===== src/rtl/htif_mailbox_if.sv =====
// rtl/htif_mailbox_if.sv - CPU data-bus view of the htif mailbox (store strobe, address, data, read-back)
interface htif_mailbox_if;
    logic        mem_we;
    logic [31:0] mem_addr;
    logic [31:0] mem_wdata;
    logic [3:0]  mem_wmask;
    logic [31:0] mem_rdata;
    logic        hit;

    modport master (
        output mem_we, mem_addr, mem_wdata, mem_wmask,
        input  mem_rdata, hit
    );

    modport slave (
        input  mem_we, mem_addr, mem_wdata, mem_wmask,
        output mem_rdata, hit
    );
endinterface


===== src/rtl/htif_mailbox.sv =====
// rtl/htif_mailbox.sv - tohost/fromhost mailbox responder with cycle budget and console FIFO
// Console FIFO and CONSOLE_ADDR decode are built only when HTIF_CONSOLE_EN is defined.
module htif_mailbox #(
    parameter logic [31:0] TOHOST_ADDR   = 32'h00001000,
    parameter logic [31:0] FROMHOST_ADDR = 32'h00001040,
    parameter logic [31:0] CONSOLE_ADDR  = 32'h00001080,
    parameter int          MAX_CYCLES    = 200000,
    parameter int          CON_DEPTH     = 8
) (
    input  logic          clk,
    input  logic          reset,
    htif_mailbox_if.slave bus,
    input  logic          host_fh_we,
    input  logic [31:0]   host_fh_data,
    output logic          done,
    output logic          pass,
    output logic          fail,
    output logic [31:0]   fail_code,
    output logic          timeout,
    output logic [31:0]   cycle_count,
    output logic          con_valid,
    output logic [7:0]    con_data,
    input  logic          con_ready,
    output logic          con_overflow
);

    typedef enum logic [1:0] {
        RUN,
        DONE,
        TIMEOUT
    } state_t;

    localparam logic [31:0] LAST_CYCLE = 32'(MAX_CYCLES - 1);

    state_t      state;
    state_t      next_state;
    logic        finish;
    logic [31:0] tohost;
    logic [31:0] fromhost;
    logic [31:0] tohost_merged;
    logic [31:0] fromhost_merged;
    logic [29:0] word;
    logic        hit_to;
    logic        hit_fh;
    logic        hit_con;
    logic        tohost_wr;
    logic        fromhost_wr;
    logic [31:0] con_status;
    logic        unused_addr;

    function automatic logic [31:0] merge_lanes(input logic [31:0] old_v,
                                                input logic [31:0] new_v,
                                                input logic [3:0]  mask);
        logic [31:0] r;
        r = old_v;
        for (int i = 0; i < 4; i++) begin
            if (mask[i]) r[8*i +: 8] = new_v[8*i +: 8];
        end
        return r;
    endfunction

    // Byte offset within the word never participates in decode.
    assign word        = bus.mem_addr[31:2];
    assign unused_addr = ^bus.mem_addr[1:0];
    assign hit_to      = (word == TOHOST_ADDR[31:2]);
    assign hit_fh      = (word == FROMHOST_ADDR[31:2]);
    assign bus.hit     = hit_to | hit_fh | hit_con;

    assign tohost_wr       = bus.mem_we && hit_to;
    assign fromhost_wr     = bus.mem_we && hit_fh;
    assign tohost_merged   = merge_lanes(tohost, bus.mem_wdata, bus.mem_wmask);
    assign fromhost_merged = merge_lanes(fromhost, bus.mem_wdata, bus.mem_wmask);

    always_ff @(posedge clk) begin
        if (!reset) state <= RUN;
        else        state <= next_state;
    end

    // A finishing store takes priority over the budget expiring on the same cycle.
    always_comb begin
        next_state = state;
        finish     = 1'b0;
        case (state)
            RUN: begin
                if (tohost_wr && (tohost_merged != 32'd0)) begin
                    next_state = DONE;
                    finish     = 1'b1;
                end else if (cycle_count == LAST_CYCLE) begin
                    next_state = TIMEOUT;
                end
            end
            DONE:    next_state = DONE;
            TIMEOUT: next_state = TIMEOUT;
            default: next_state = RUN;
        endcase
    end

    always_ff @(posedge clk) begin
        if (!reset) begin
            tohost      <= 32'd0;
            fromhost    <= 32'd0;
            cycle_count <= 32'd0;
            pass        <= 1'b0;
            fail        <= 1'b0;
            fail_code   <= 32'd0;
        end else begin
            if (state == RUN && tohost_wr) tohost <= tohost_merged;
            // The count freezes on the edge that leaves RUN.
            if (state == RUN && next_state == RUN) cycle_count <= cycle_count + 32'd1;
            if (finish) begin
                pass      <= (tohost_merged == 32'd1);
                fail      <= (tohost_merged != 32'd1);
                fail_code <= tohost_merged;
            end
            if (host_fh_we)       fromhost <= host_fh_data;
            else if (fromhost_wr) fromhost <= fromhost_merged;
        end
    end

    assign done    = (state == DONE);
    assign timeout = (state == TIMEOUT);

    always_comb begin
        bus.mem_rdata = 32'd0;
        if (hit_to)       bus.mem_rdata = tohost;
        else if (hit_fh)  bus.mem_rdata = fromhost;
        else if (hit_con) bus.mem_rdata = con_status;
    end

`ifdef HTIF_CONSOLE_EN
    localparam int PW = $clog2(CON_DEPTH);
    localparam int CW = PW + 1;

    logic [7:0]    fifo_mem [CON_DEPTH];
    logic [PW-1:0] wr_ptr;
    logic [PW-1:0] rd_ptr;
    logic [CW-1:0] fifo_count;
    logic          fifo_full;
    logic          fifo_empty;
    logic          push_req;
    logic          push_ok;
    logic          pop;

    assign hit_con    = (word == CONSOLE_ADDR[31:2]);
    assign fifo_full  = (fifo_count == CW'(CON_DEPTH));
    assign fifo_empty = (fifo_count == '0);
    assign push_req   = bus.mem_we && hit_con && bus.mem_wmask[0];
    // Full is judged before this cycle's pop, so a push into a full FIFO drops.
    assign push_ok    = push_req && !fifo_full;
    assign pop        = !fifo_empty && con_ready;

    always_ff @(posedge clk) begin
        if (!reset) begin
            wr_ptr       <= '0;
            rd_ptr       <= '0;
            fifo_count   <= '0;
            con_overflow <= 1'b0;
        end else begin
            if (push_ok) wr_ptr <= wr_ptr + 1'b1;
            if (pop)     rd_ptr <= rd_ptr + 1'b1;
            fifo_count <= fifo_count + CW'(push_ok) - CW'(pop);
            if (push_req && fifo_full) con_overflow <= 1'b1;
        end
    end

    always_ff @(posedge clk) begin
        if (push_ok) fifo_mem[wr_ptr] <= bus.mem_wdata[7:0];
    end

    assign con_valid  = !fifo_empty;
    assign con_data   = fifo_empty ? 8'h00 : fifo_mem[rd_ptr];
    assign con_status = {30'd0, con_overflow, fifo_full};
`else
    logic unused_con;

    assign hit_con      = 1'b0;
    assign con_valid    = 1'b0;
    assign con_data     = 8'h00;
    assign con_overflow = 1'b0;
    assign con_status   = 32'd0;
    assign unused_con   = ^{con_ready, CONSOLE_ADDR, 32'(CON_DEPTH)};
`endif

endmodule


===== src/flat_wrapper.sv =====
// flat-port wrapper written by rule: the top's interface ports become plain ports
module htif_mailbox_flat 
#(
    parameter logic [31:0] TOHOST_ADDR   = 32'h00001000,
    parameter logic [31:0] FROMHOST_ADDR = 32'h00001040,
    parameter logic [31:0] CONSOLE_ADDR  = 32'h00001080,
    parameter int          MAX_CYCLES    = 200000,
    parameter int          CON_DEPTH     = 8
)
  (clk, reset, host_fh_we, host_fh_data, done, pass, fail, fail_code, timeout, cycle_count, con_valid, con_data, con_ready, con_overflow, bus_mem_we, bus_mem_addr, bus_mem_wdata, bus_mem_wmask, bus_mem_rdata, bus_hit);
  htif_mailbox_if bus_i ();
  input  logic clk;
  input  logic reset;
  input  logic host_fh_we;
  input  logic [31:0] host_fh_data;
  output logic done;
  output logic pass;
  output logic fail;
  output logic [31:0] fail_code;
  output logic timeout;
  output logic [31:0] cycle_count;
  output logic con_valid;
  output logic [7:0] con_data;
  input  logic con_ready;
  output logic con_overflow;
  input wire logic [$bits(bus_i.mem_we)-1:0] bus_mem_we;
  input wire logic [$bits(bus_i.mem_addr)-1:0] bus_mem_addr;
  input wire logic [$bits(bus_i.mem_wdata)-1:0] bus_mem_wdata;
  input wire logic [$bits(bus_i.mem_wmask)-1:0] bus_mem_wmask;
  output wire logic [$bits(bus_i.mem_rdata)-1:0] bus_mem_rdata;
  output wire logic [$bits(bus_i.hit)-1:0] bus_hit;
  assign bus_i.mem_we = bus_mem_we;
  assign bus_i.mem_addr = bus_mem_addr;
  assign bus_i.mem_wdata = bus_mem_wdata;
  assign bus_i.mem_wmask = bus_mem_wmask;
  assign bus_mem_rdata = bus_i.mem_rdata;
  assign bus_hit = bus_i.hit;
  htif_mailbox #(.TOHOST_ADDR(TOHOST_ADDR), .FROMHOST_ADDR(FROMHOST_ADDR), .CONSOLE_ADDR(CONSOLE_ADDR), .MAX_CYCLES(MAX_CYCLES), .CON_DEPTH(CON_DEPTH)) u_core (.clk(clk), .reset(reset), .bus(bus_i), .host_fh_we(host_fh_we), .host_fh_data(host_fh_data), .done(done), .pass(pass), .fail(fail), .fail_code(fail_code), .timeout(timeout), .cycle_count(cycle_count), .con_valid(con_valid), .con_data(con_data), .con_ready(con_ready), .con_overflow(con_overflow));
endmodule

===== config.mk =====
export PLATFORM = sky130hd
export DESIGN_NAME = htif_mailbox_flat
export DESIGN_NICKNAME = d
export VERILOG_FILES = /design/src/rtl/htif_mailbox_if.sv /design/src/rtl/htif_mailbox.sv /design/src/flat_wrapper.sv
export SDC_FILE = /design/constraint.sdc
export NUM_CORES = 1
export LEC_CHECK = 0
export ABC_AREA = 1
export BUFFER_PORTS_ARGS = -buffer_cell sky130_fd_sc_hd__buf_4
export CORE_MARGIN = 8
export CORE_UTILIZATION = 59
export CTS_BUF_LIST = sky130_fd_sc_hd__clkbuf_4
export CTS_CLUSTER_DIAMETER = 100
export CTS_CLUSTER_SIZE = 25
export DETAILED_ROUTE_END_ITERATION = 16
export PLACE_DENSITY = 0.89
export SYNTH_ARGS = -nofsm -noshare
export SYNTH_HDL_FRONTEND = slang
export SYNTH_SLANG_ARGS = --single-unit

===== constraint.sdc =====
create_clock -name clk -period 4 [get_ports clk]
set_input_delay 0.8 -clock clk [delete_from_list [all_inputs] [get_ports clk]]
set_output_delay 0.8 -clock clk [all_outputs]
set_load 0.1 [all_outputs]

==> parameters.txt <==
Parameter                              Value

GRT
  Global routing usage summed across all routing layers    28.19%
  GRT Residual Overflow    0
  Initial antenna violation count    0
  Global-route wire length before repair    38.17 mm
  Number of global-route vias before repair    8216
  Largest net degree at the start of global routing    66

Place
  Half-perimeter wire length after detailed placement    17.56 mm
  Count of placed standard cells including taps    1578
  Port Buffer Count    202
  Global placement routability congestion    0.8999
  Placed Area    9191 µm²

STA
  Post-route clock period utilization    86.85%
  Final-report max-slew violation count    0
  Highest attainable clock frequency    287.8 MHz
  Post-layout minimum cycle time    3.474 ns
  Number of setup violations in the final report    0
  Clock skew    0.01257 ns
  Unrepaired setup endpoints after global routing    no
  Worst relative slew slack    53.59%
  Least-Margin Pin Slew    0.6952 ns
  Final Hold Viols    0

Floorplanning
  Die width    130.8 µm
  Starting Density    59.65%
  Die height    130.8 µm
  Die area    17100 µm²
  FP Rows    42
  Core Box Area    13030 µm²
  IO Count    216

Cells and area
  Footprint of the multi-input gates    4104 µm²
  Final layout net count    1527
  Diodes inserted    0
  Register Area    2643 µm²
  Core utilization of the finished layout    72.72%
  Commonest non-fill, non-tap cells in the layout    379 x sky130_fd_sc_hd__nand2_1, 210 x sky130_fd_sc_hd__buf_4, 168 x sky130_fd_sc_hd__inv_1
  Area added between synthesis and finish    21.92%
  Count of filler cells inserted in the layout    1148
  Most common cell after layout, fill and taps aside    sky130_fd_sc_hd__nand2_1
  Finished Layout Cells    1609
  Post-route cell area    9478 µm²
  Fraction of final layout cells sized beyond drive strength 1    20.17%

Yosys
  Primary flip-flop cell chosen by synthesis mapping    sky130_fd_sc_hd__dfxtp_1
  #FFs+latches synth    132
  Basic-gate share of the synthesized area counting and, or, nand and nor cells    37.08%
  Share of synthesized area occupied by flip-flops and latches    33.99%
  Warnings from Yosys    0
  Count of distinct cell types in the synthesized netlist    35
  Compound-Gate Fraction of Synth Area    13.18%
  Largest family of logic cells by synthesized area    simple AND/OR/NAND/NOR gates
  Count of flip-flops with a built-in enable after synthesis    0
  Mux share of post-synthesis cell area    0%
  Adder-cell area share of the yosys netlist    0.1610%
  Share of flip-flops with an asynchronous set or reset    0%
  Area share of xor/xnor cells in the synthesized design    1.803%
  Synth Instances    1250
  Post-synth design cell area    7774 µm²
  Synthesized area per cell    6.219 µm²

Setup path
  Startpoint kind of the worst setup timing path    input pin
  Capturing element type of the critical path    output pin
  Largest delay contributor family on the critical path    simple AND/OR/NAND/NOR gates
  Crit-path most repeated cell    sky130_fd_sc_hd__buf_4
  Worst path required time    3.20 ns
  Worst setup path class    input pin to output pin
  Critical Path Fanout Max    33
  Sequence of cells on the critical path    buf_4 -> nor2_1 -> nand2_1 -> nor2_1 -> nand2_1 -> nor3_4 -> buf_4 -> nand3_1 -> o21ai_0 -> buf_4
  Crit-path slowest cell    sky130_fd_sc_hd__buf_4
  Biggest cell delay along the critical path    0.37 ns
  Buffers and inverters on the worst path    3
  Data arrival time of the worst path    2.67 ns

CTS
  CTS tree    yes
  Clock root cell    sky130_fd_sc_hd__clkbuf_4
  H-tree Lvls    4
  Number of buffers inserted during clock tree synthesis    17
  CTS Buffer Depth    2
  Post-CTS setup-driven buffer insertion count    0
  Clock transition at path regs    0.11 ns
  Resized Gates After CTS    0
  CTS sink count    132
  Clock network latency to the later pin of the worst-skew pair    0.55 ns
  CTS Hold Bufs    0

Drt
  Number of DRC violations after detailed routing    0
  Vias after detailed routing    8507
  Routed Antenna Nets    0
  Drt via density    5.287
  Routed WL per cell    14.93 µm
  Violation count after the first detailed-route iteration    655
  Detailed-routing iteration count for the pre-antenna-repair pass    5
  Wirelength, routed    24.03 mm

Run
  Count of max-cap constraint violations    0

Pwr
  Final Power    2615 µW
  Max VDD drop    0.1975 mV
  Power density relative to cell area    275.9 nW/µm²
  Leakage component of the power    0.004607 µW

Worst hold path
  Hold WC Path Type    flip-flop to flip-flop

Run status
  Run status    completed
[cell families (layout without fill, tap and decap cells)]
kind of cell,after synthesis,count (layout)
other cells,1,10
simple gates,660,660
buf+inv,239,413
compound gates,201,201
xor+xnor,16,16
flops,132,132
fa+ha+maj,1,1
[area by class of cell]
cell class / count / area share, %
clock buffer: 20 / 1.584
inverter: 172 / 6.838
tap: 176 / 2.323
multi-input combinational: 888 / 43.30
timing repair buffer: 210 / 16.63
sequential: 132 / 27.88
clock inverter: 11 / 1.439
[worst paths after layout]
| path | cells after the start | endpoint | slack, ns | start |
|---|---|---|---|---|
| worst max-delay path | 10 | bus_mem_rdata[0] | 0.53 | bus_mem_addr[14] |
| worst min-delay path | 2 | u_core.tohost[24] | 0.48 | u_core.tohost[24] |
| worst max register to register | 10 | u_core.cycle_count[1] | 1.52 | u_core.cycle_count[0] |
| worst min register to register | 2 | u_core.tohost[24] | 0.48 | u_core.tohost[24] |
[cell usage after synthesis (3+ instances only)]
| cell type | number | area [µm²] |
|---|---|---|
| sky130_fd_sc_hd__nand2_1 | 379 | 1423 |
| sky130_fd_sc_hd__inv_1 | 168 | 630.6 |
| sky130_fd_sc_hd__dfxtp_1 | 132 | 2643 |
| sky130_fd_sc_hd__nand3_1 | 118 | 590.6 |
| sky130_fd_sc_hd__o21ai_0 | 95 | 475.5 |
| sky130_fd_sc_hd__a21oi_1 | 94 | 470.5 |
| sky130_fd_sc_hd__nor2_1 | 88 | 330.3 |
| sky130_fd_sc_hd__clkbuf_1 | 33 | 123.9 |
| sky130_fd_sc_hd__nand2_2 | 20 | 125.1 |
| sky130_fd_sc_hd__buf_4 | 14 | 105.1 |
| sky130_fd_sc_hd__nor3_1 | 14 | 70.07 |
| sky130_fd_sc_hd__xor2_1 | 14 | 122.6 |
| sky130_fd_sc_hd__buf_6 | 8 | 90.09 |
| sky130_fd_sc_hd__nand3_2 | 8 | 80.08 |
| sky130_fd_sc_hd__nand3b_1 | 8 | 60.06 |
| sky130_fd_sc_hd__nand4_1 | 8 | 50.05 |
| sky130_fd_sc_hd__o21ai_1 | 7 | 35.03 |
| sky130_fd_sc_hd__a21oi_2 | 5 | 43.79 |
| sky130_fd_sc_hd__nor2_2 | 5 | 31.28 |
| sky130_fd_sc_hd__buf_1 | 4 | 15.01 |
| sky130_fd_sc_hd__buf_2 | 3 | 15.01 |
| sky130_fd_sc_hd__buf_8 | 3 | 45.04 |
| sky130_fd_sc_hd__inv_2 | 3 | 11.26 |
| sky130_fd_sc_hd__nand2_4 | 3 | 33.78 |
| sky130_fd_sc_hd__nor2_4 | 3 | 33.78 |
[per-stage QoR]
stage / hold WS (ns) / TNS, ns / worst slack (ns)
after floorplan: 0.4346 / -9.936 / -0.6209
after global placement: 0.4464 / 0 / 0.5929
after detailed placement: 0.4581 / 0 / 0.5561
after CTS: 0.4725 / 0 / 0.5467
after global routing: 0.4882 / 0 / 0.3498
final: 0.4751 / 0 / 0.5259
[tightest hold or removal path, stage by stage, from the launching register on]
cell	delay, ns
sky130_fd_sc_hd__dfxtp_1	0.32
sky130_fd_sc_hd__inv_1	0.06
sky130_fd_sc_hd__a21oi_1	0.06
[report_power, final]
| part | internal [µW] | switching [µW] | total (µW) |
|---|---|---|---|
| Combinational | 120 | 212 | 332 |
| Sequential | 1330 | 15.5 | 1350 |
| Clock | 444 | 489 | 933 |
| Total | 1900 | 716 | 2620 |
[layer usage]
layer / up-vias / GRT usage, % / share of wire (%)
met4: 0 / 16.34 / 4.3
met3: 79 / 8.036 / 8.4
met1: 3806 / 31.25 / 39
met5: - / 0 / 0
li1: 4257 / - / -
met2: 365 / 47.56 / 48
[flip-flops by register name (all words and copies together), names as in the netlist]
signal / flops
u_core.fromhost: 32
u_core.tohost: 32
u_core.fail: 1
u_core.state: 2
u_core.fail_code: 32
u_core.pass: 1
u_core.cycle_count: 32
Power figures use the tool's default switching activity.
